### src/rtl/instr_fetch_unit_if.sv
// instr_fetch_unit_if: PC, instruction-memory and decode signals of the fetch unit.
//   master : fetch-unit side (drives pc_enable, mem_req_*, instr_valid/data/addr)
//   slave  : environment side (drives pc_in, flush, mem_req_ready, mem_rsp_*, instr_ready)
interface instr_fetch_unit_if #(
    parameter int AW = 16,
    parameter int DW = 16
);
    logic [AW-1:0] pc_in;
    logic          pc_enable;
    logic          flush;
    logic          mem_req_valid;
    logic          mem_req_ready;
    logic [AW-1:0] mem_req_addr;
    logic          mem_rsp_valid;
    logic [DW-1:0] mem_rsp_data;
    logic          instr_valid;
    logic          instr_ready;
    logic [DW-1:0] instr_data;
    logic [AW-1:0] instr_addr;

    modport master (
        input  pc_in, flush, mem_req_ready, mem_rsp_valid, mem_rsp_data, instr_ready,
        output pc_enable, mem_req_valid, mem_req_addr, instr_valid, instr_data, instr_addr
    );

    modport slave (
        output pc_in, flush, mem_req_ready, mem_rsp_valid, mem_rsp_data, instr_ready,
        input  pc_enable, mem_req_valid, mem_req_addr, instr_valid, instr_data, instr_addr
    );
endinterface

### src/rtl/instr_fetch_unit.sv
// instr_fetch_unit: issues instruction reads at the current PC, buffers returned words in
// a DEPTH-entry in-order queue and hands them to decode over valid/ready.
//   clk      : clock, all state on posedge
//   reset_n  : synchronous reset, active low
//   bus      : instr_fetch_unit_if.master
//              pc_in/pc_enable           PC register read and advance
//              flush                     redirect, discard queued and in-flight words
//              mem_req_valid/ready/addr  read request
//              mem_rsp_valid/data        in-order read data
//              instr_valid/ready/data/addr  head instruction to decode
// Optional feature: define IFU_BYPASS_EN to forward a response straight to decode when the
// queue holds no filled word.
module instr_fetch_unit #(
    parameter int AW    = 16,
    parameter int DW    = 16,
    parameter int DEPTH = 4
) (
    input logic clk,
    input logic reset_n,
    instr_fetch_unit_if.master bus
);
    localparam int PW = $clog2(DEPTH);
    localparam int CW = $clog2(DEPTH + 1);

    logic [AW-1:0]    addr_q [DEPTH];
    logic [DW-1:0]    data_q [DEPTH];
    logic [DEPTH-1:0] filled_q;
    logic [PW-1:0]    hd, tl, fp;
    logic [CW-1:0]    cnt, ufc, drop;
    logic             room, acc, head_ok, rsp_fill, byp, pop;

    always_comb begin
        // Words still owed by memory for flushed requests reserve slots too.
        room     = ({1'b0, cnt} + {1'b0, drop}) < (CW+1)'(DEPTH);
        acc      = reset_n && !bus.flush && room && bus.mem_req_ready;
        head_ok  = cnt != '0 && filled_q[hd];
        rsp_fill = bus.mem_rsp_valid && drop == '0 && ufc != '0;
`ifdef IFU_BYPASS_EN
        // Filled entries are contiguous from head, so an unfilled head means none are filled.
        byp      = rsp_fill && !head_ok && !bus.flush;
`else
        byp      = 1'b0;
`endif
        bus.instr_valid   = head_ok || byp;
        bus.instr_data    = byp ? bus.mem_rsp_data : data_q[hd];
        bus.instr_addr    = addr_q[hd];
        pop               = bus.instr_valid && bus.instr_ready;
        bus.mem_req_valid = reset_n && !bus.flush && room;
        bus.mem_req_addr  = reset_n ? bus.pc_in : '0;
        bus.pc_enable     = acc;
    end

    always_ff @(posedge clk) begin
        if (!reset_n) begin
            hd       <= '0;
            tl       <= '0;
            fp       <= '0;
            cnt      <= '0;
            ufc      <= '0;
            drop     <= '0;
            filled_q <= '0;
            for (int i = 0; i < DEPTH; i++) begin
                addr_q[i] <= '0;
                data_q[i] <= '0;
            end
        end else if (bus.flush) begin
            hd   <= '0;
            tl   <= '0;
            fp   <= '0;
            cnt  <= '0;
            ufc  <= '0;
            // Every outstanding request becomes a drop; a response this cycle consumes one.
            drop <= drop + ufc - CW'(bus.mem_rsp_valid && (drop != '0 || ufc != '0));
        end else begin
            if (acc) begin
                addr_q[tl]   <= bus.pc_in;
                filled_q[tl] <= 1'b0;
                tl           <= tl + 1'b1;
            end
            if (rsp_fill && !(byp && pop)) begin
                data_q[fp]   <= bus.mem_rsp_data;
                filled_q[fp] <= 1'b1;
            end
            if (rsp_fill)
                fp <= fp + 1'b1;
            if (pop)
                hd <= hd + 1'b1;
            cnt  <= cnt + CW'(acc) - CW'(pop);
            ufc  <= ufc + CW'(acc) - CW'(rsp_fill);
            drop <= drop - CW'(bus.mem_rsp_valid && drop != '0);
        end
    end
endmodule

### src/flat_wrapper.sv
// flat-port wrapper written by rule: the top's interface ports become plain ports
module instr_fetch_unit_flat 
#(
    parameter int AW    = 16,
    parameter int DW    = 16,
    parameter int DEPTH = 4
)
  (clk, reset_n, bus_pc_in, bus_flush, bus_mem_req_ready, bus_mem_rsp_valid, bus_mem_rsp_data, bus_instr_ready, bus_pc_enable, bus_mem_req_valid, bus_mem_req_addr, bus_instr_valid, bus_instr_data, bus_instr_addr);
  instr_fetch_unit_if #(.AW(AW), .DW(DW)) bus_i ();
  input logic clk;
  input logic reset_n;
  input wire logic [$bits(bus_i.pc_in)-1:0] bus_pc_in;
  input wire logic [$bits(bus_i.flush)-1:0] bus_flush;
  input wire logic [$bits(bus_i.mem_req_ready)-1:0] bus_mem_req_ready;
  input wire logic [$bits(bus_i.mem_rsp_valid)-1:0] bus_mem_rsp_valid;
  input wire logic [$bits(bus_i.mem_rsp_data)-1:0] bus_mem_rsp_data;
  input wire logic [$bits(bus_i.instr_ready)-1:0] bus_instr_ready;
  output wire logic [$bits(bus_i.pc_enable)-1:0] bus_pc_enable;
  output wire logic [$bits(bus_i.mem_req_valid)-1:0] bus_mem_req_valid;
  output wire logic [$bits(bus_i.mem_req_addr)-1:0] bus_mem_req_addr;
  output wire logic [$bits(bus_i.instr_valid)-1:0] bus_instr_valid;
  output wire logic [$bits(bus_i.instr_data)-1:0] bus_instr_data;
  output wire logic [$bits(bus_i.instr_addr)-1:0] bus_instr_addr;
  assign bus_i.pc_in = bus_pc_in;
  assign bus_i.flush = bus_flush;
  assign bus_i.mem_req_ready = bus_mem_req_ready;
  assign bus_i.mem_rsp_valid = bus_mem_rsp_valid;
  assign bus_i.mem_rsp_data = bus_mem_rsp_data;
  assign bus_i.instr_ready = bus_instr_ready;
  assign bus_pc_enable = bus_i.pc_enable;
  assign bus_mem_req_valid = bus_i.mem_req_valid;
  assign bus_mem_req_addr = bus_i.mem_req_addr;
  assign bus_instr_valid = bus_i.instr_valid;
  assign bus_instr_data = bus_i.instr_data;
  assign bus_instr_addr = bus_i.instr_addr;
  instr_fetch_unit #(.AW(AW), .DW(DW), .DEPTH(DEPTH)) u_core (.clk(clk), .reset_n(reset_n), .bus(bus_i));
endmodule
### config.mk
export PLATFORM = sky130hd
export DESIGN_NAME = instr_fetch_unit_flat
export DESIGN_NICKNAME = d
export VERILOG_FILES = /design/src/rtl/instr_fetch_unit_if.sv /design/src/rtl/instr_fetch_unit.sv /design/src/flat_wrapper.sv
export SDC_FILE = /design/constraint.sdc
export NUM_CORES = 1
export LEC_CHECK = 0
export CAP_MARGIN = 20
export CORE_MARGIN = 1
export CORE_UTILIZATION = 53
export DETAILED_ROUTE_END_ITERATION = 10
export PLACE_DENSITY = 0.76
export SLEW_MARGIN = 5
export SYNTH_ARGS = -nofsm -noshare
export SYNTH_HDL_FRONTEND = slang
export SYNTH_SLANG_ARGS = --single-unit
### constraint.sdc
create_clock -name clk -period 3.82 [get_ports clk]
set_input_delay 0.573 -clock clk [delete_from_list [all_inputs] [get_ports clk]]
set_output_delay 0.573 -clock clk [all_outputs]
set_load 0.02 [all_outputs]
==> metrics <==
nets 624; placed insts 717; Final Hold Fails 0; Layout Cells excl Fill 749; Final setup viols 0; max-slew violation count 0; Initial DRT Pass Iterations 4; share of layout cells above drive strength 1 0.149; Worst Setup End Kind output port; Worst Path Required 3.25 ns; Hold Path Origin u_core.filled_q[2]; Final period util 0.842; pre-CTS setup slack 0.588 ns; Worst-Margin Slew 0.471 ns; later-pin clock latency in the skew report 0.42 ns; Die H 116 um; Leak Pwr 3.20 nW; Area Growth Syn to Fin 23.3%; dpl hpwl 8700 um; final wirelength 13300 um; dominant cell type by area after synthesis edfxtp_1; ANT cells 0; Async SR Flop Fraction 0; Synth area leaders edfxtp_1 (55%), and2_1 (14%), mux4_2 (11%); post_cts resized 0; Main synth FF type edfxtp_1; Hold Crit Class register to register; setup repair bufs after CTS 0; Starting Density 0.546; fillers 939; CTS clock-pin slew for the worst setup and hold paths 0.06 ns; grt ovf 0; Syn Inst Count 464; reg2reg path depth 11; Yosys reg bits 149; Slew headroom 0.684; number of synthesized flops with an enable pin 128; Worst Hold Slack 0.497 ns; Yosys top cell area share 0.553; post-route DRC violation count 0; Peak Freq 311 MHz; crit-path max FO 23; Worst VDD drop 0.347 mV; Die X-Extent 116 um; Core ar. 12700 um2; max_cap viols 0; Die ar. 13600 um2; IO Pins 89; mapped cell area 6950 um2; startpoint types input port; syn avg cell area 15.0 um2; CTS sink count 149; Fin Setup TNS 0 ns; R2R setup slack 0.90 ns; RR Startpoint u_core.drop[0]; unrepaired setup endpoints after global routing no; Via density 5.24; total global-route track usage 0.213; largest net degree at the start of global routing 33; vias in the first global route 4031; H-tree Lvls 4; TritonCTS clock tree done; R2R Path End u_core.drop[2]; Post-CTS Hold Buffers 0; post-DR wirelength/cell 17.8 um; Tot Pwr 0.00382 W; Tmin final 3.22 ns; Routed Antenna Nets 0; Cell variety after synth 38; kind of critical path input port to output port; critical path arrival 2.64 ns; Power Dens Cells 446 nW/um2; GP Congestion 0.747; worst setup path start bus_flush; Min-Delay Endpoint u_core.filled_q[2]; Seq/Total Area, Yosys 0.614; Worst Slack Setup Final 0.603 ns; clk_skew 0.00690 ns; drt initial violations 205; Core Rows 41; WHS Path Cells 1; Post-Syn Nets 524; CTS Buf Count 17; Port-buffer cells 88; warnings from Yosys 0; clock root buffer clkbuf_16; vias 3926; initial antenna violation count 0; status finished clean; first-pass GRT wire length 20600 um; CTS Buffer Depth 2
-- sequential cells by signal (all words and copies together), names as in the netlist, 3 cells and up, named ones only --
name,flops
u_core.ufc,3
u_core.addr_q,64
u_core.cnt,3
u_core.filled_q,4
u_core.data_q,64
u_core.drop,3
-- cell type report --
cell class,instances,area [um2],share of cell area
multi-input combinational,272,2470,0.288
tap,172,215,0.0251
clock buffer,19,433,0.0506
inverter,17,66.3,0.00775
timing repair buffer,107,1020,0.120
clock inverter,13,91.3,0.0107
sequential,149,4270,0.498
-- critical path, stage by stage --
cell and delay [ns]:
clkdlybuf4s50_1 0.59, nor2b_4 0.25, and4_1 0.28, buf_4 0.28, clkdlybuf4s50_1 0.65
-- logic make-up after synthesis --
group	share of synthesized area
XOR/XNOR	0.0148
buffers and inverters	0.0328
flip-flops	0.614
AO/OA/AOI/OAI	0.0122
adder cells (fa/ha/maj)	0.0429
multiplexers	0.108
AND/OR/NAND/NOR	0.175
-- metrics by stage --
step | utilization | instance area [um2]
CTS | 0.673 | 8560
global route | 0.673 | 8560
floorplan | - | 6950
finish | 0.673 | 8560
detailed placement | 0.632 | 8040
global placement | 0.632 | 8040
-- cells in the mapped netlist, drive strengths merged, types with 2 or more instances --
master  count
buf        16
nor2        8
fa          3
nor3        5
edfxtp    128
nand3       2
a32o        4
inv        17
clkbuf     10
o21ai       2
xnor2       7
and3        6
ha         19
dfxtp      21
xor2        2
nor2b       2
a21oi       2
and2      151
nand2b      6
mux4       33
nand2      10
-- routing by layer --
layer	GRT usage	wire length [um]	vias up
met4	0.100	257	0
met5	0	0	-
met1	0.257	5470	1963
li1	-	-	1859
met2	0.363	7050	85
met3	0.0493	541	19
-- cells in the final DEF, fill, tap and decap left out, types with 3 or more instances in the layout --
master / instances
a32o_1: 4
and2_1: 151
and3_1: 5
buf_4: 19
clkbuf_16: 17
clkdlybuf4s50_1: 88
clkinv_1: 6
clkinv_2: 3
dfxtp_1: 20
edfxtp_1: 128
fa_1: 3
ha_1: 19
inv_1: 16
mux4_2: 33
nand2_1: 10
nand2b_1: 6
nor2_1: 8
nor3_4: 3
xnor2_1: 7
-- where the power goes --
| part | switching [W] | total (W) | leakage [nW] | internal [W] |
|---|---|---|---|---|
| logic | 0.000226 | 0.000454 | 1.45 | 0.000228 |
| registers | 0.0000323 | 0.00188 | 1.49 | 0.00184 |
| clock network | 0.000613 | 0.00149 | 0.252 | 0.000876 |
-- worst max-delay path by stage --
stage,slack (ns),to
floorplan,0.78,u_core.data_q[3][0]
global placement,0.63,bus_pc_enable
detailed placement,0.59,bus_pc_enable
CTS,0.57,bus_pc_enable
global route,0.48,bus_pc_enable
finish,0.60,bus_pc_enable
No activity file was read; power rests on OpenSTA's default activity.
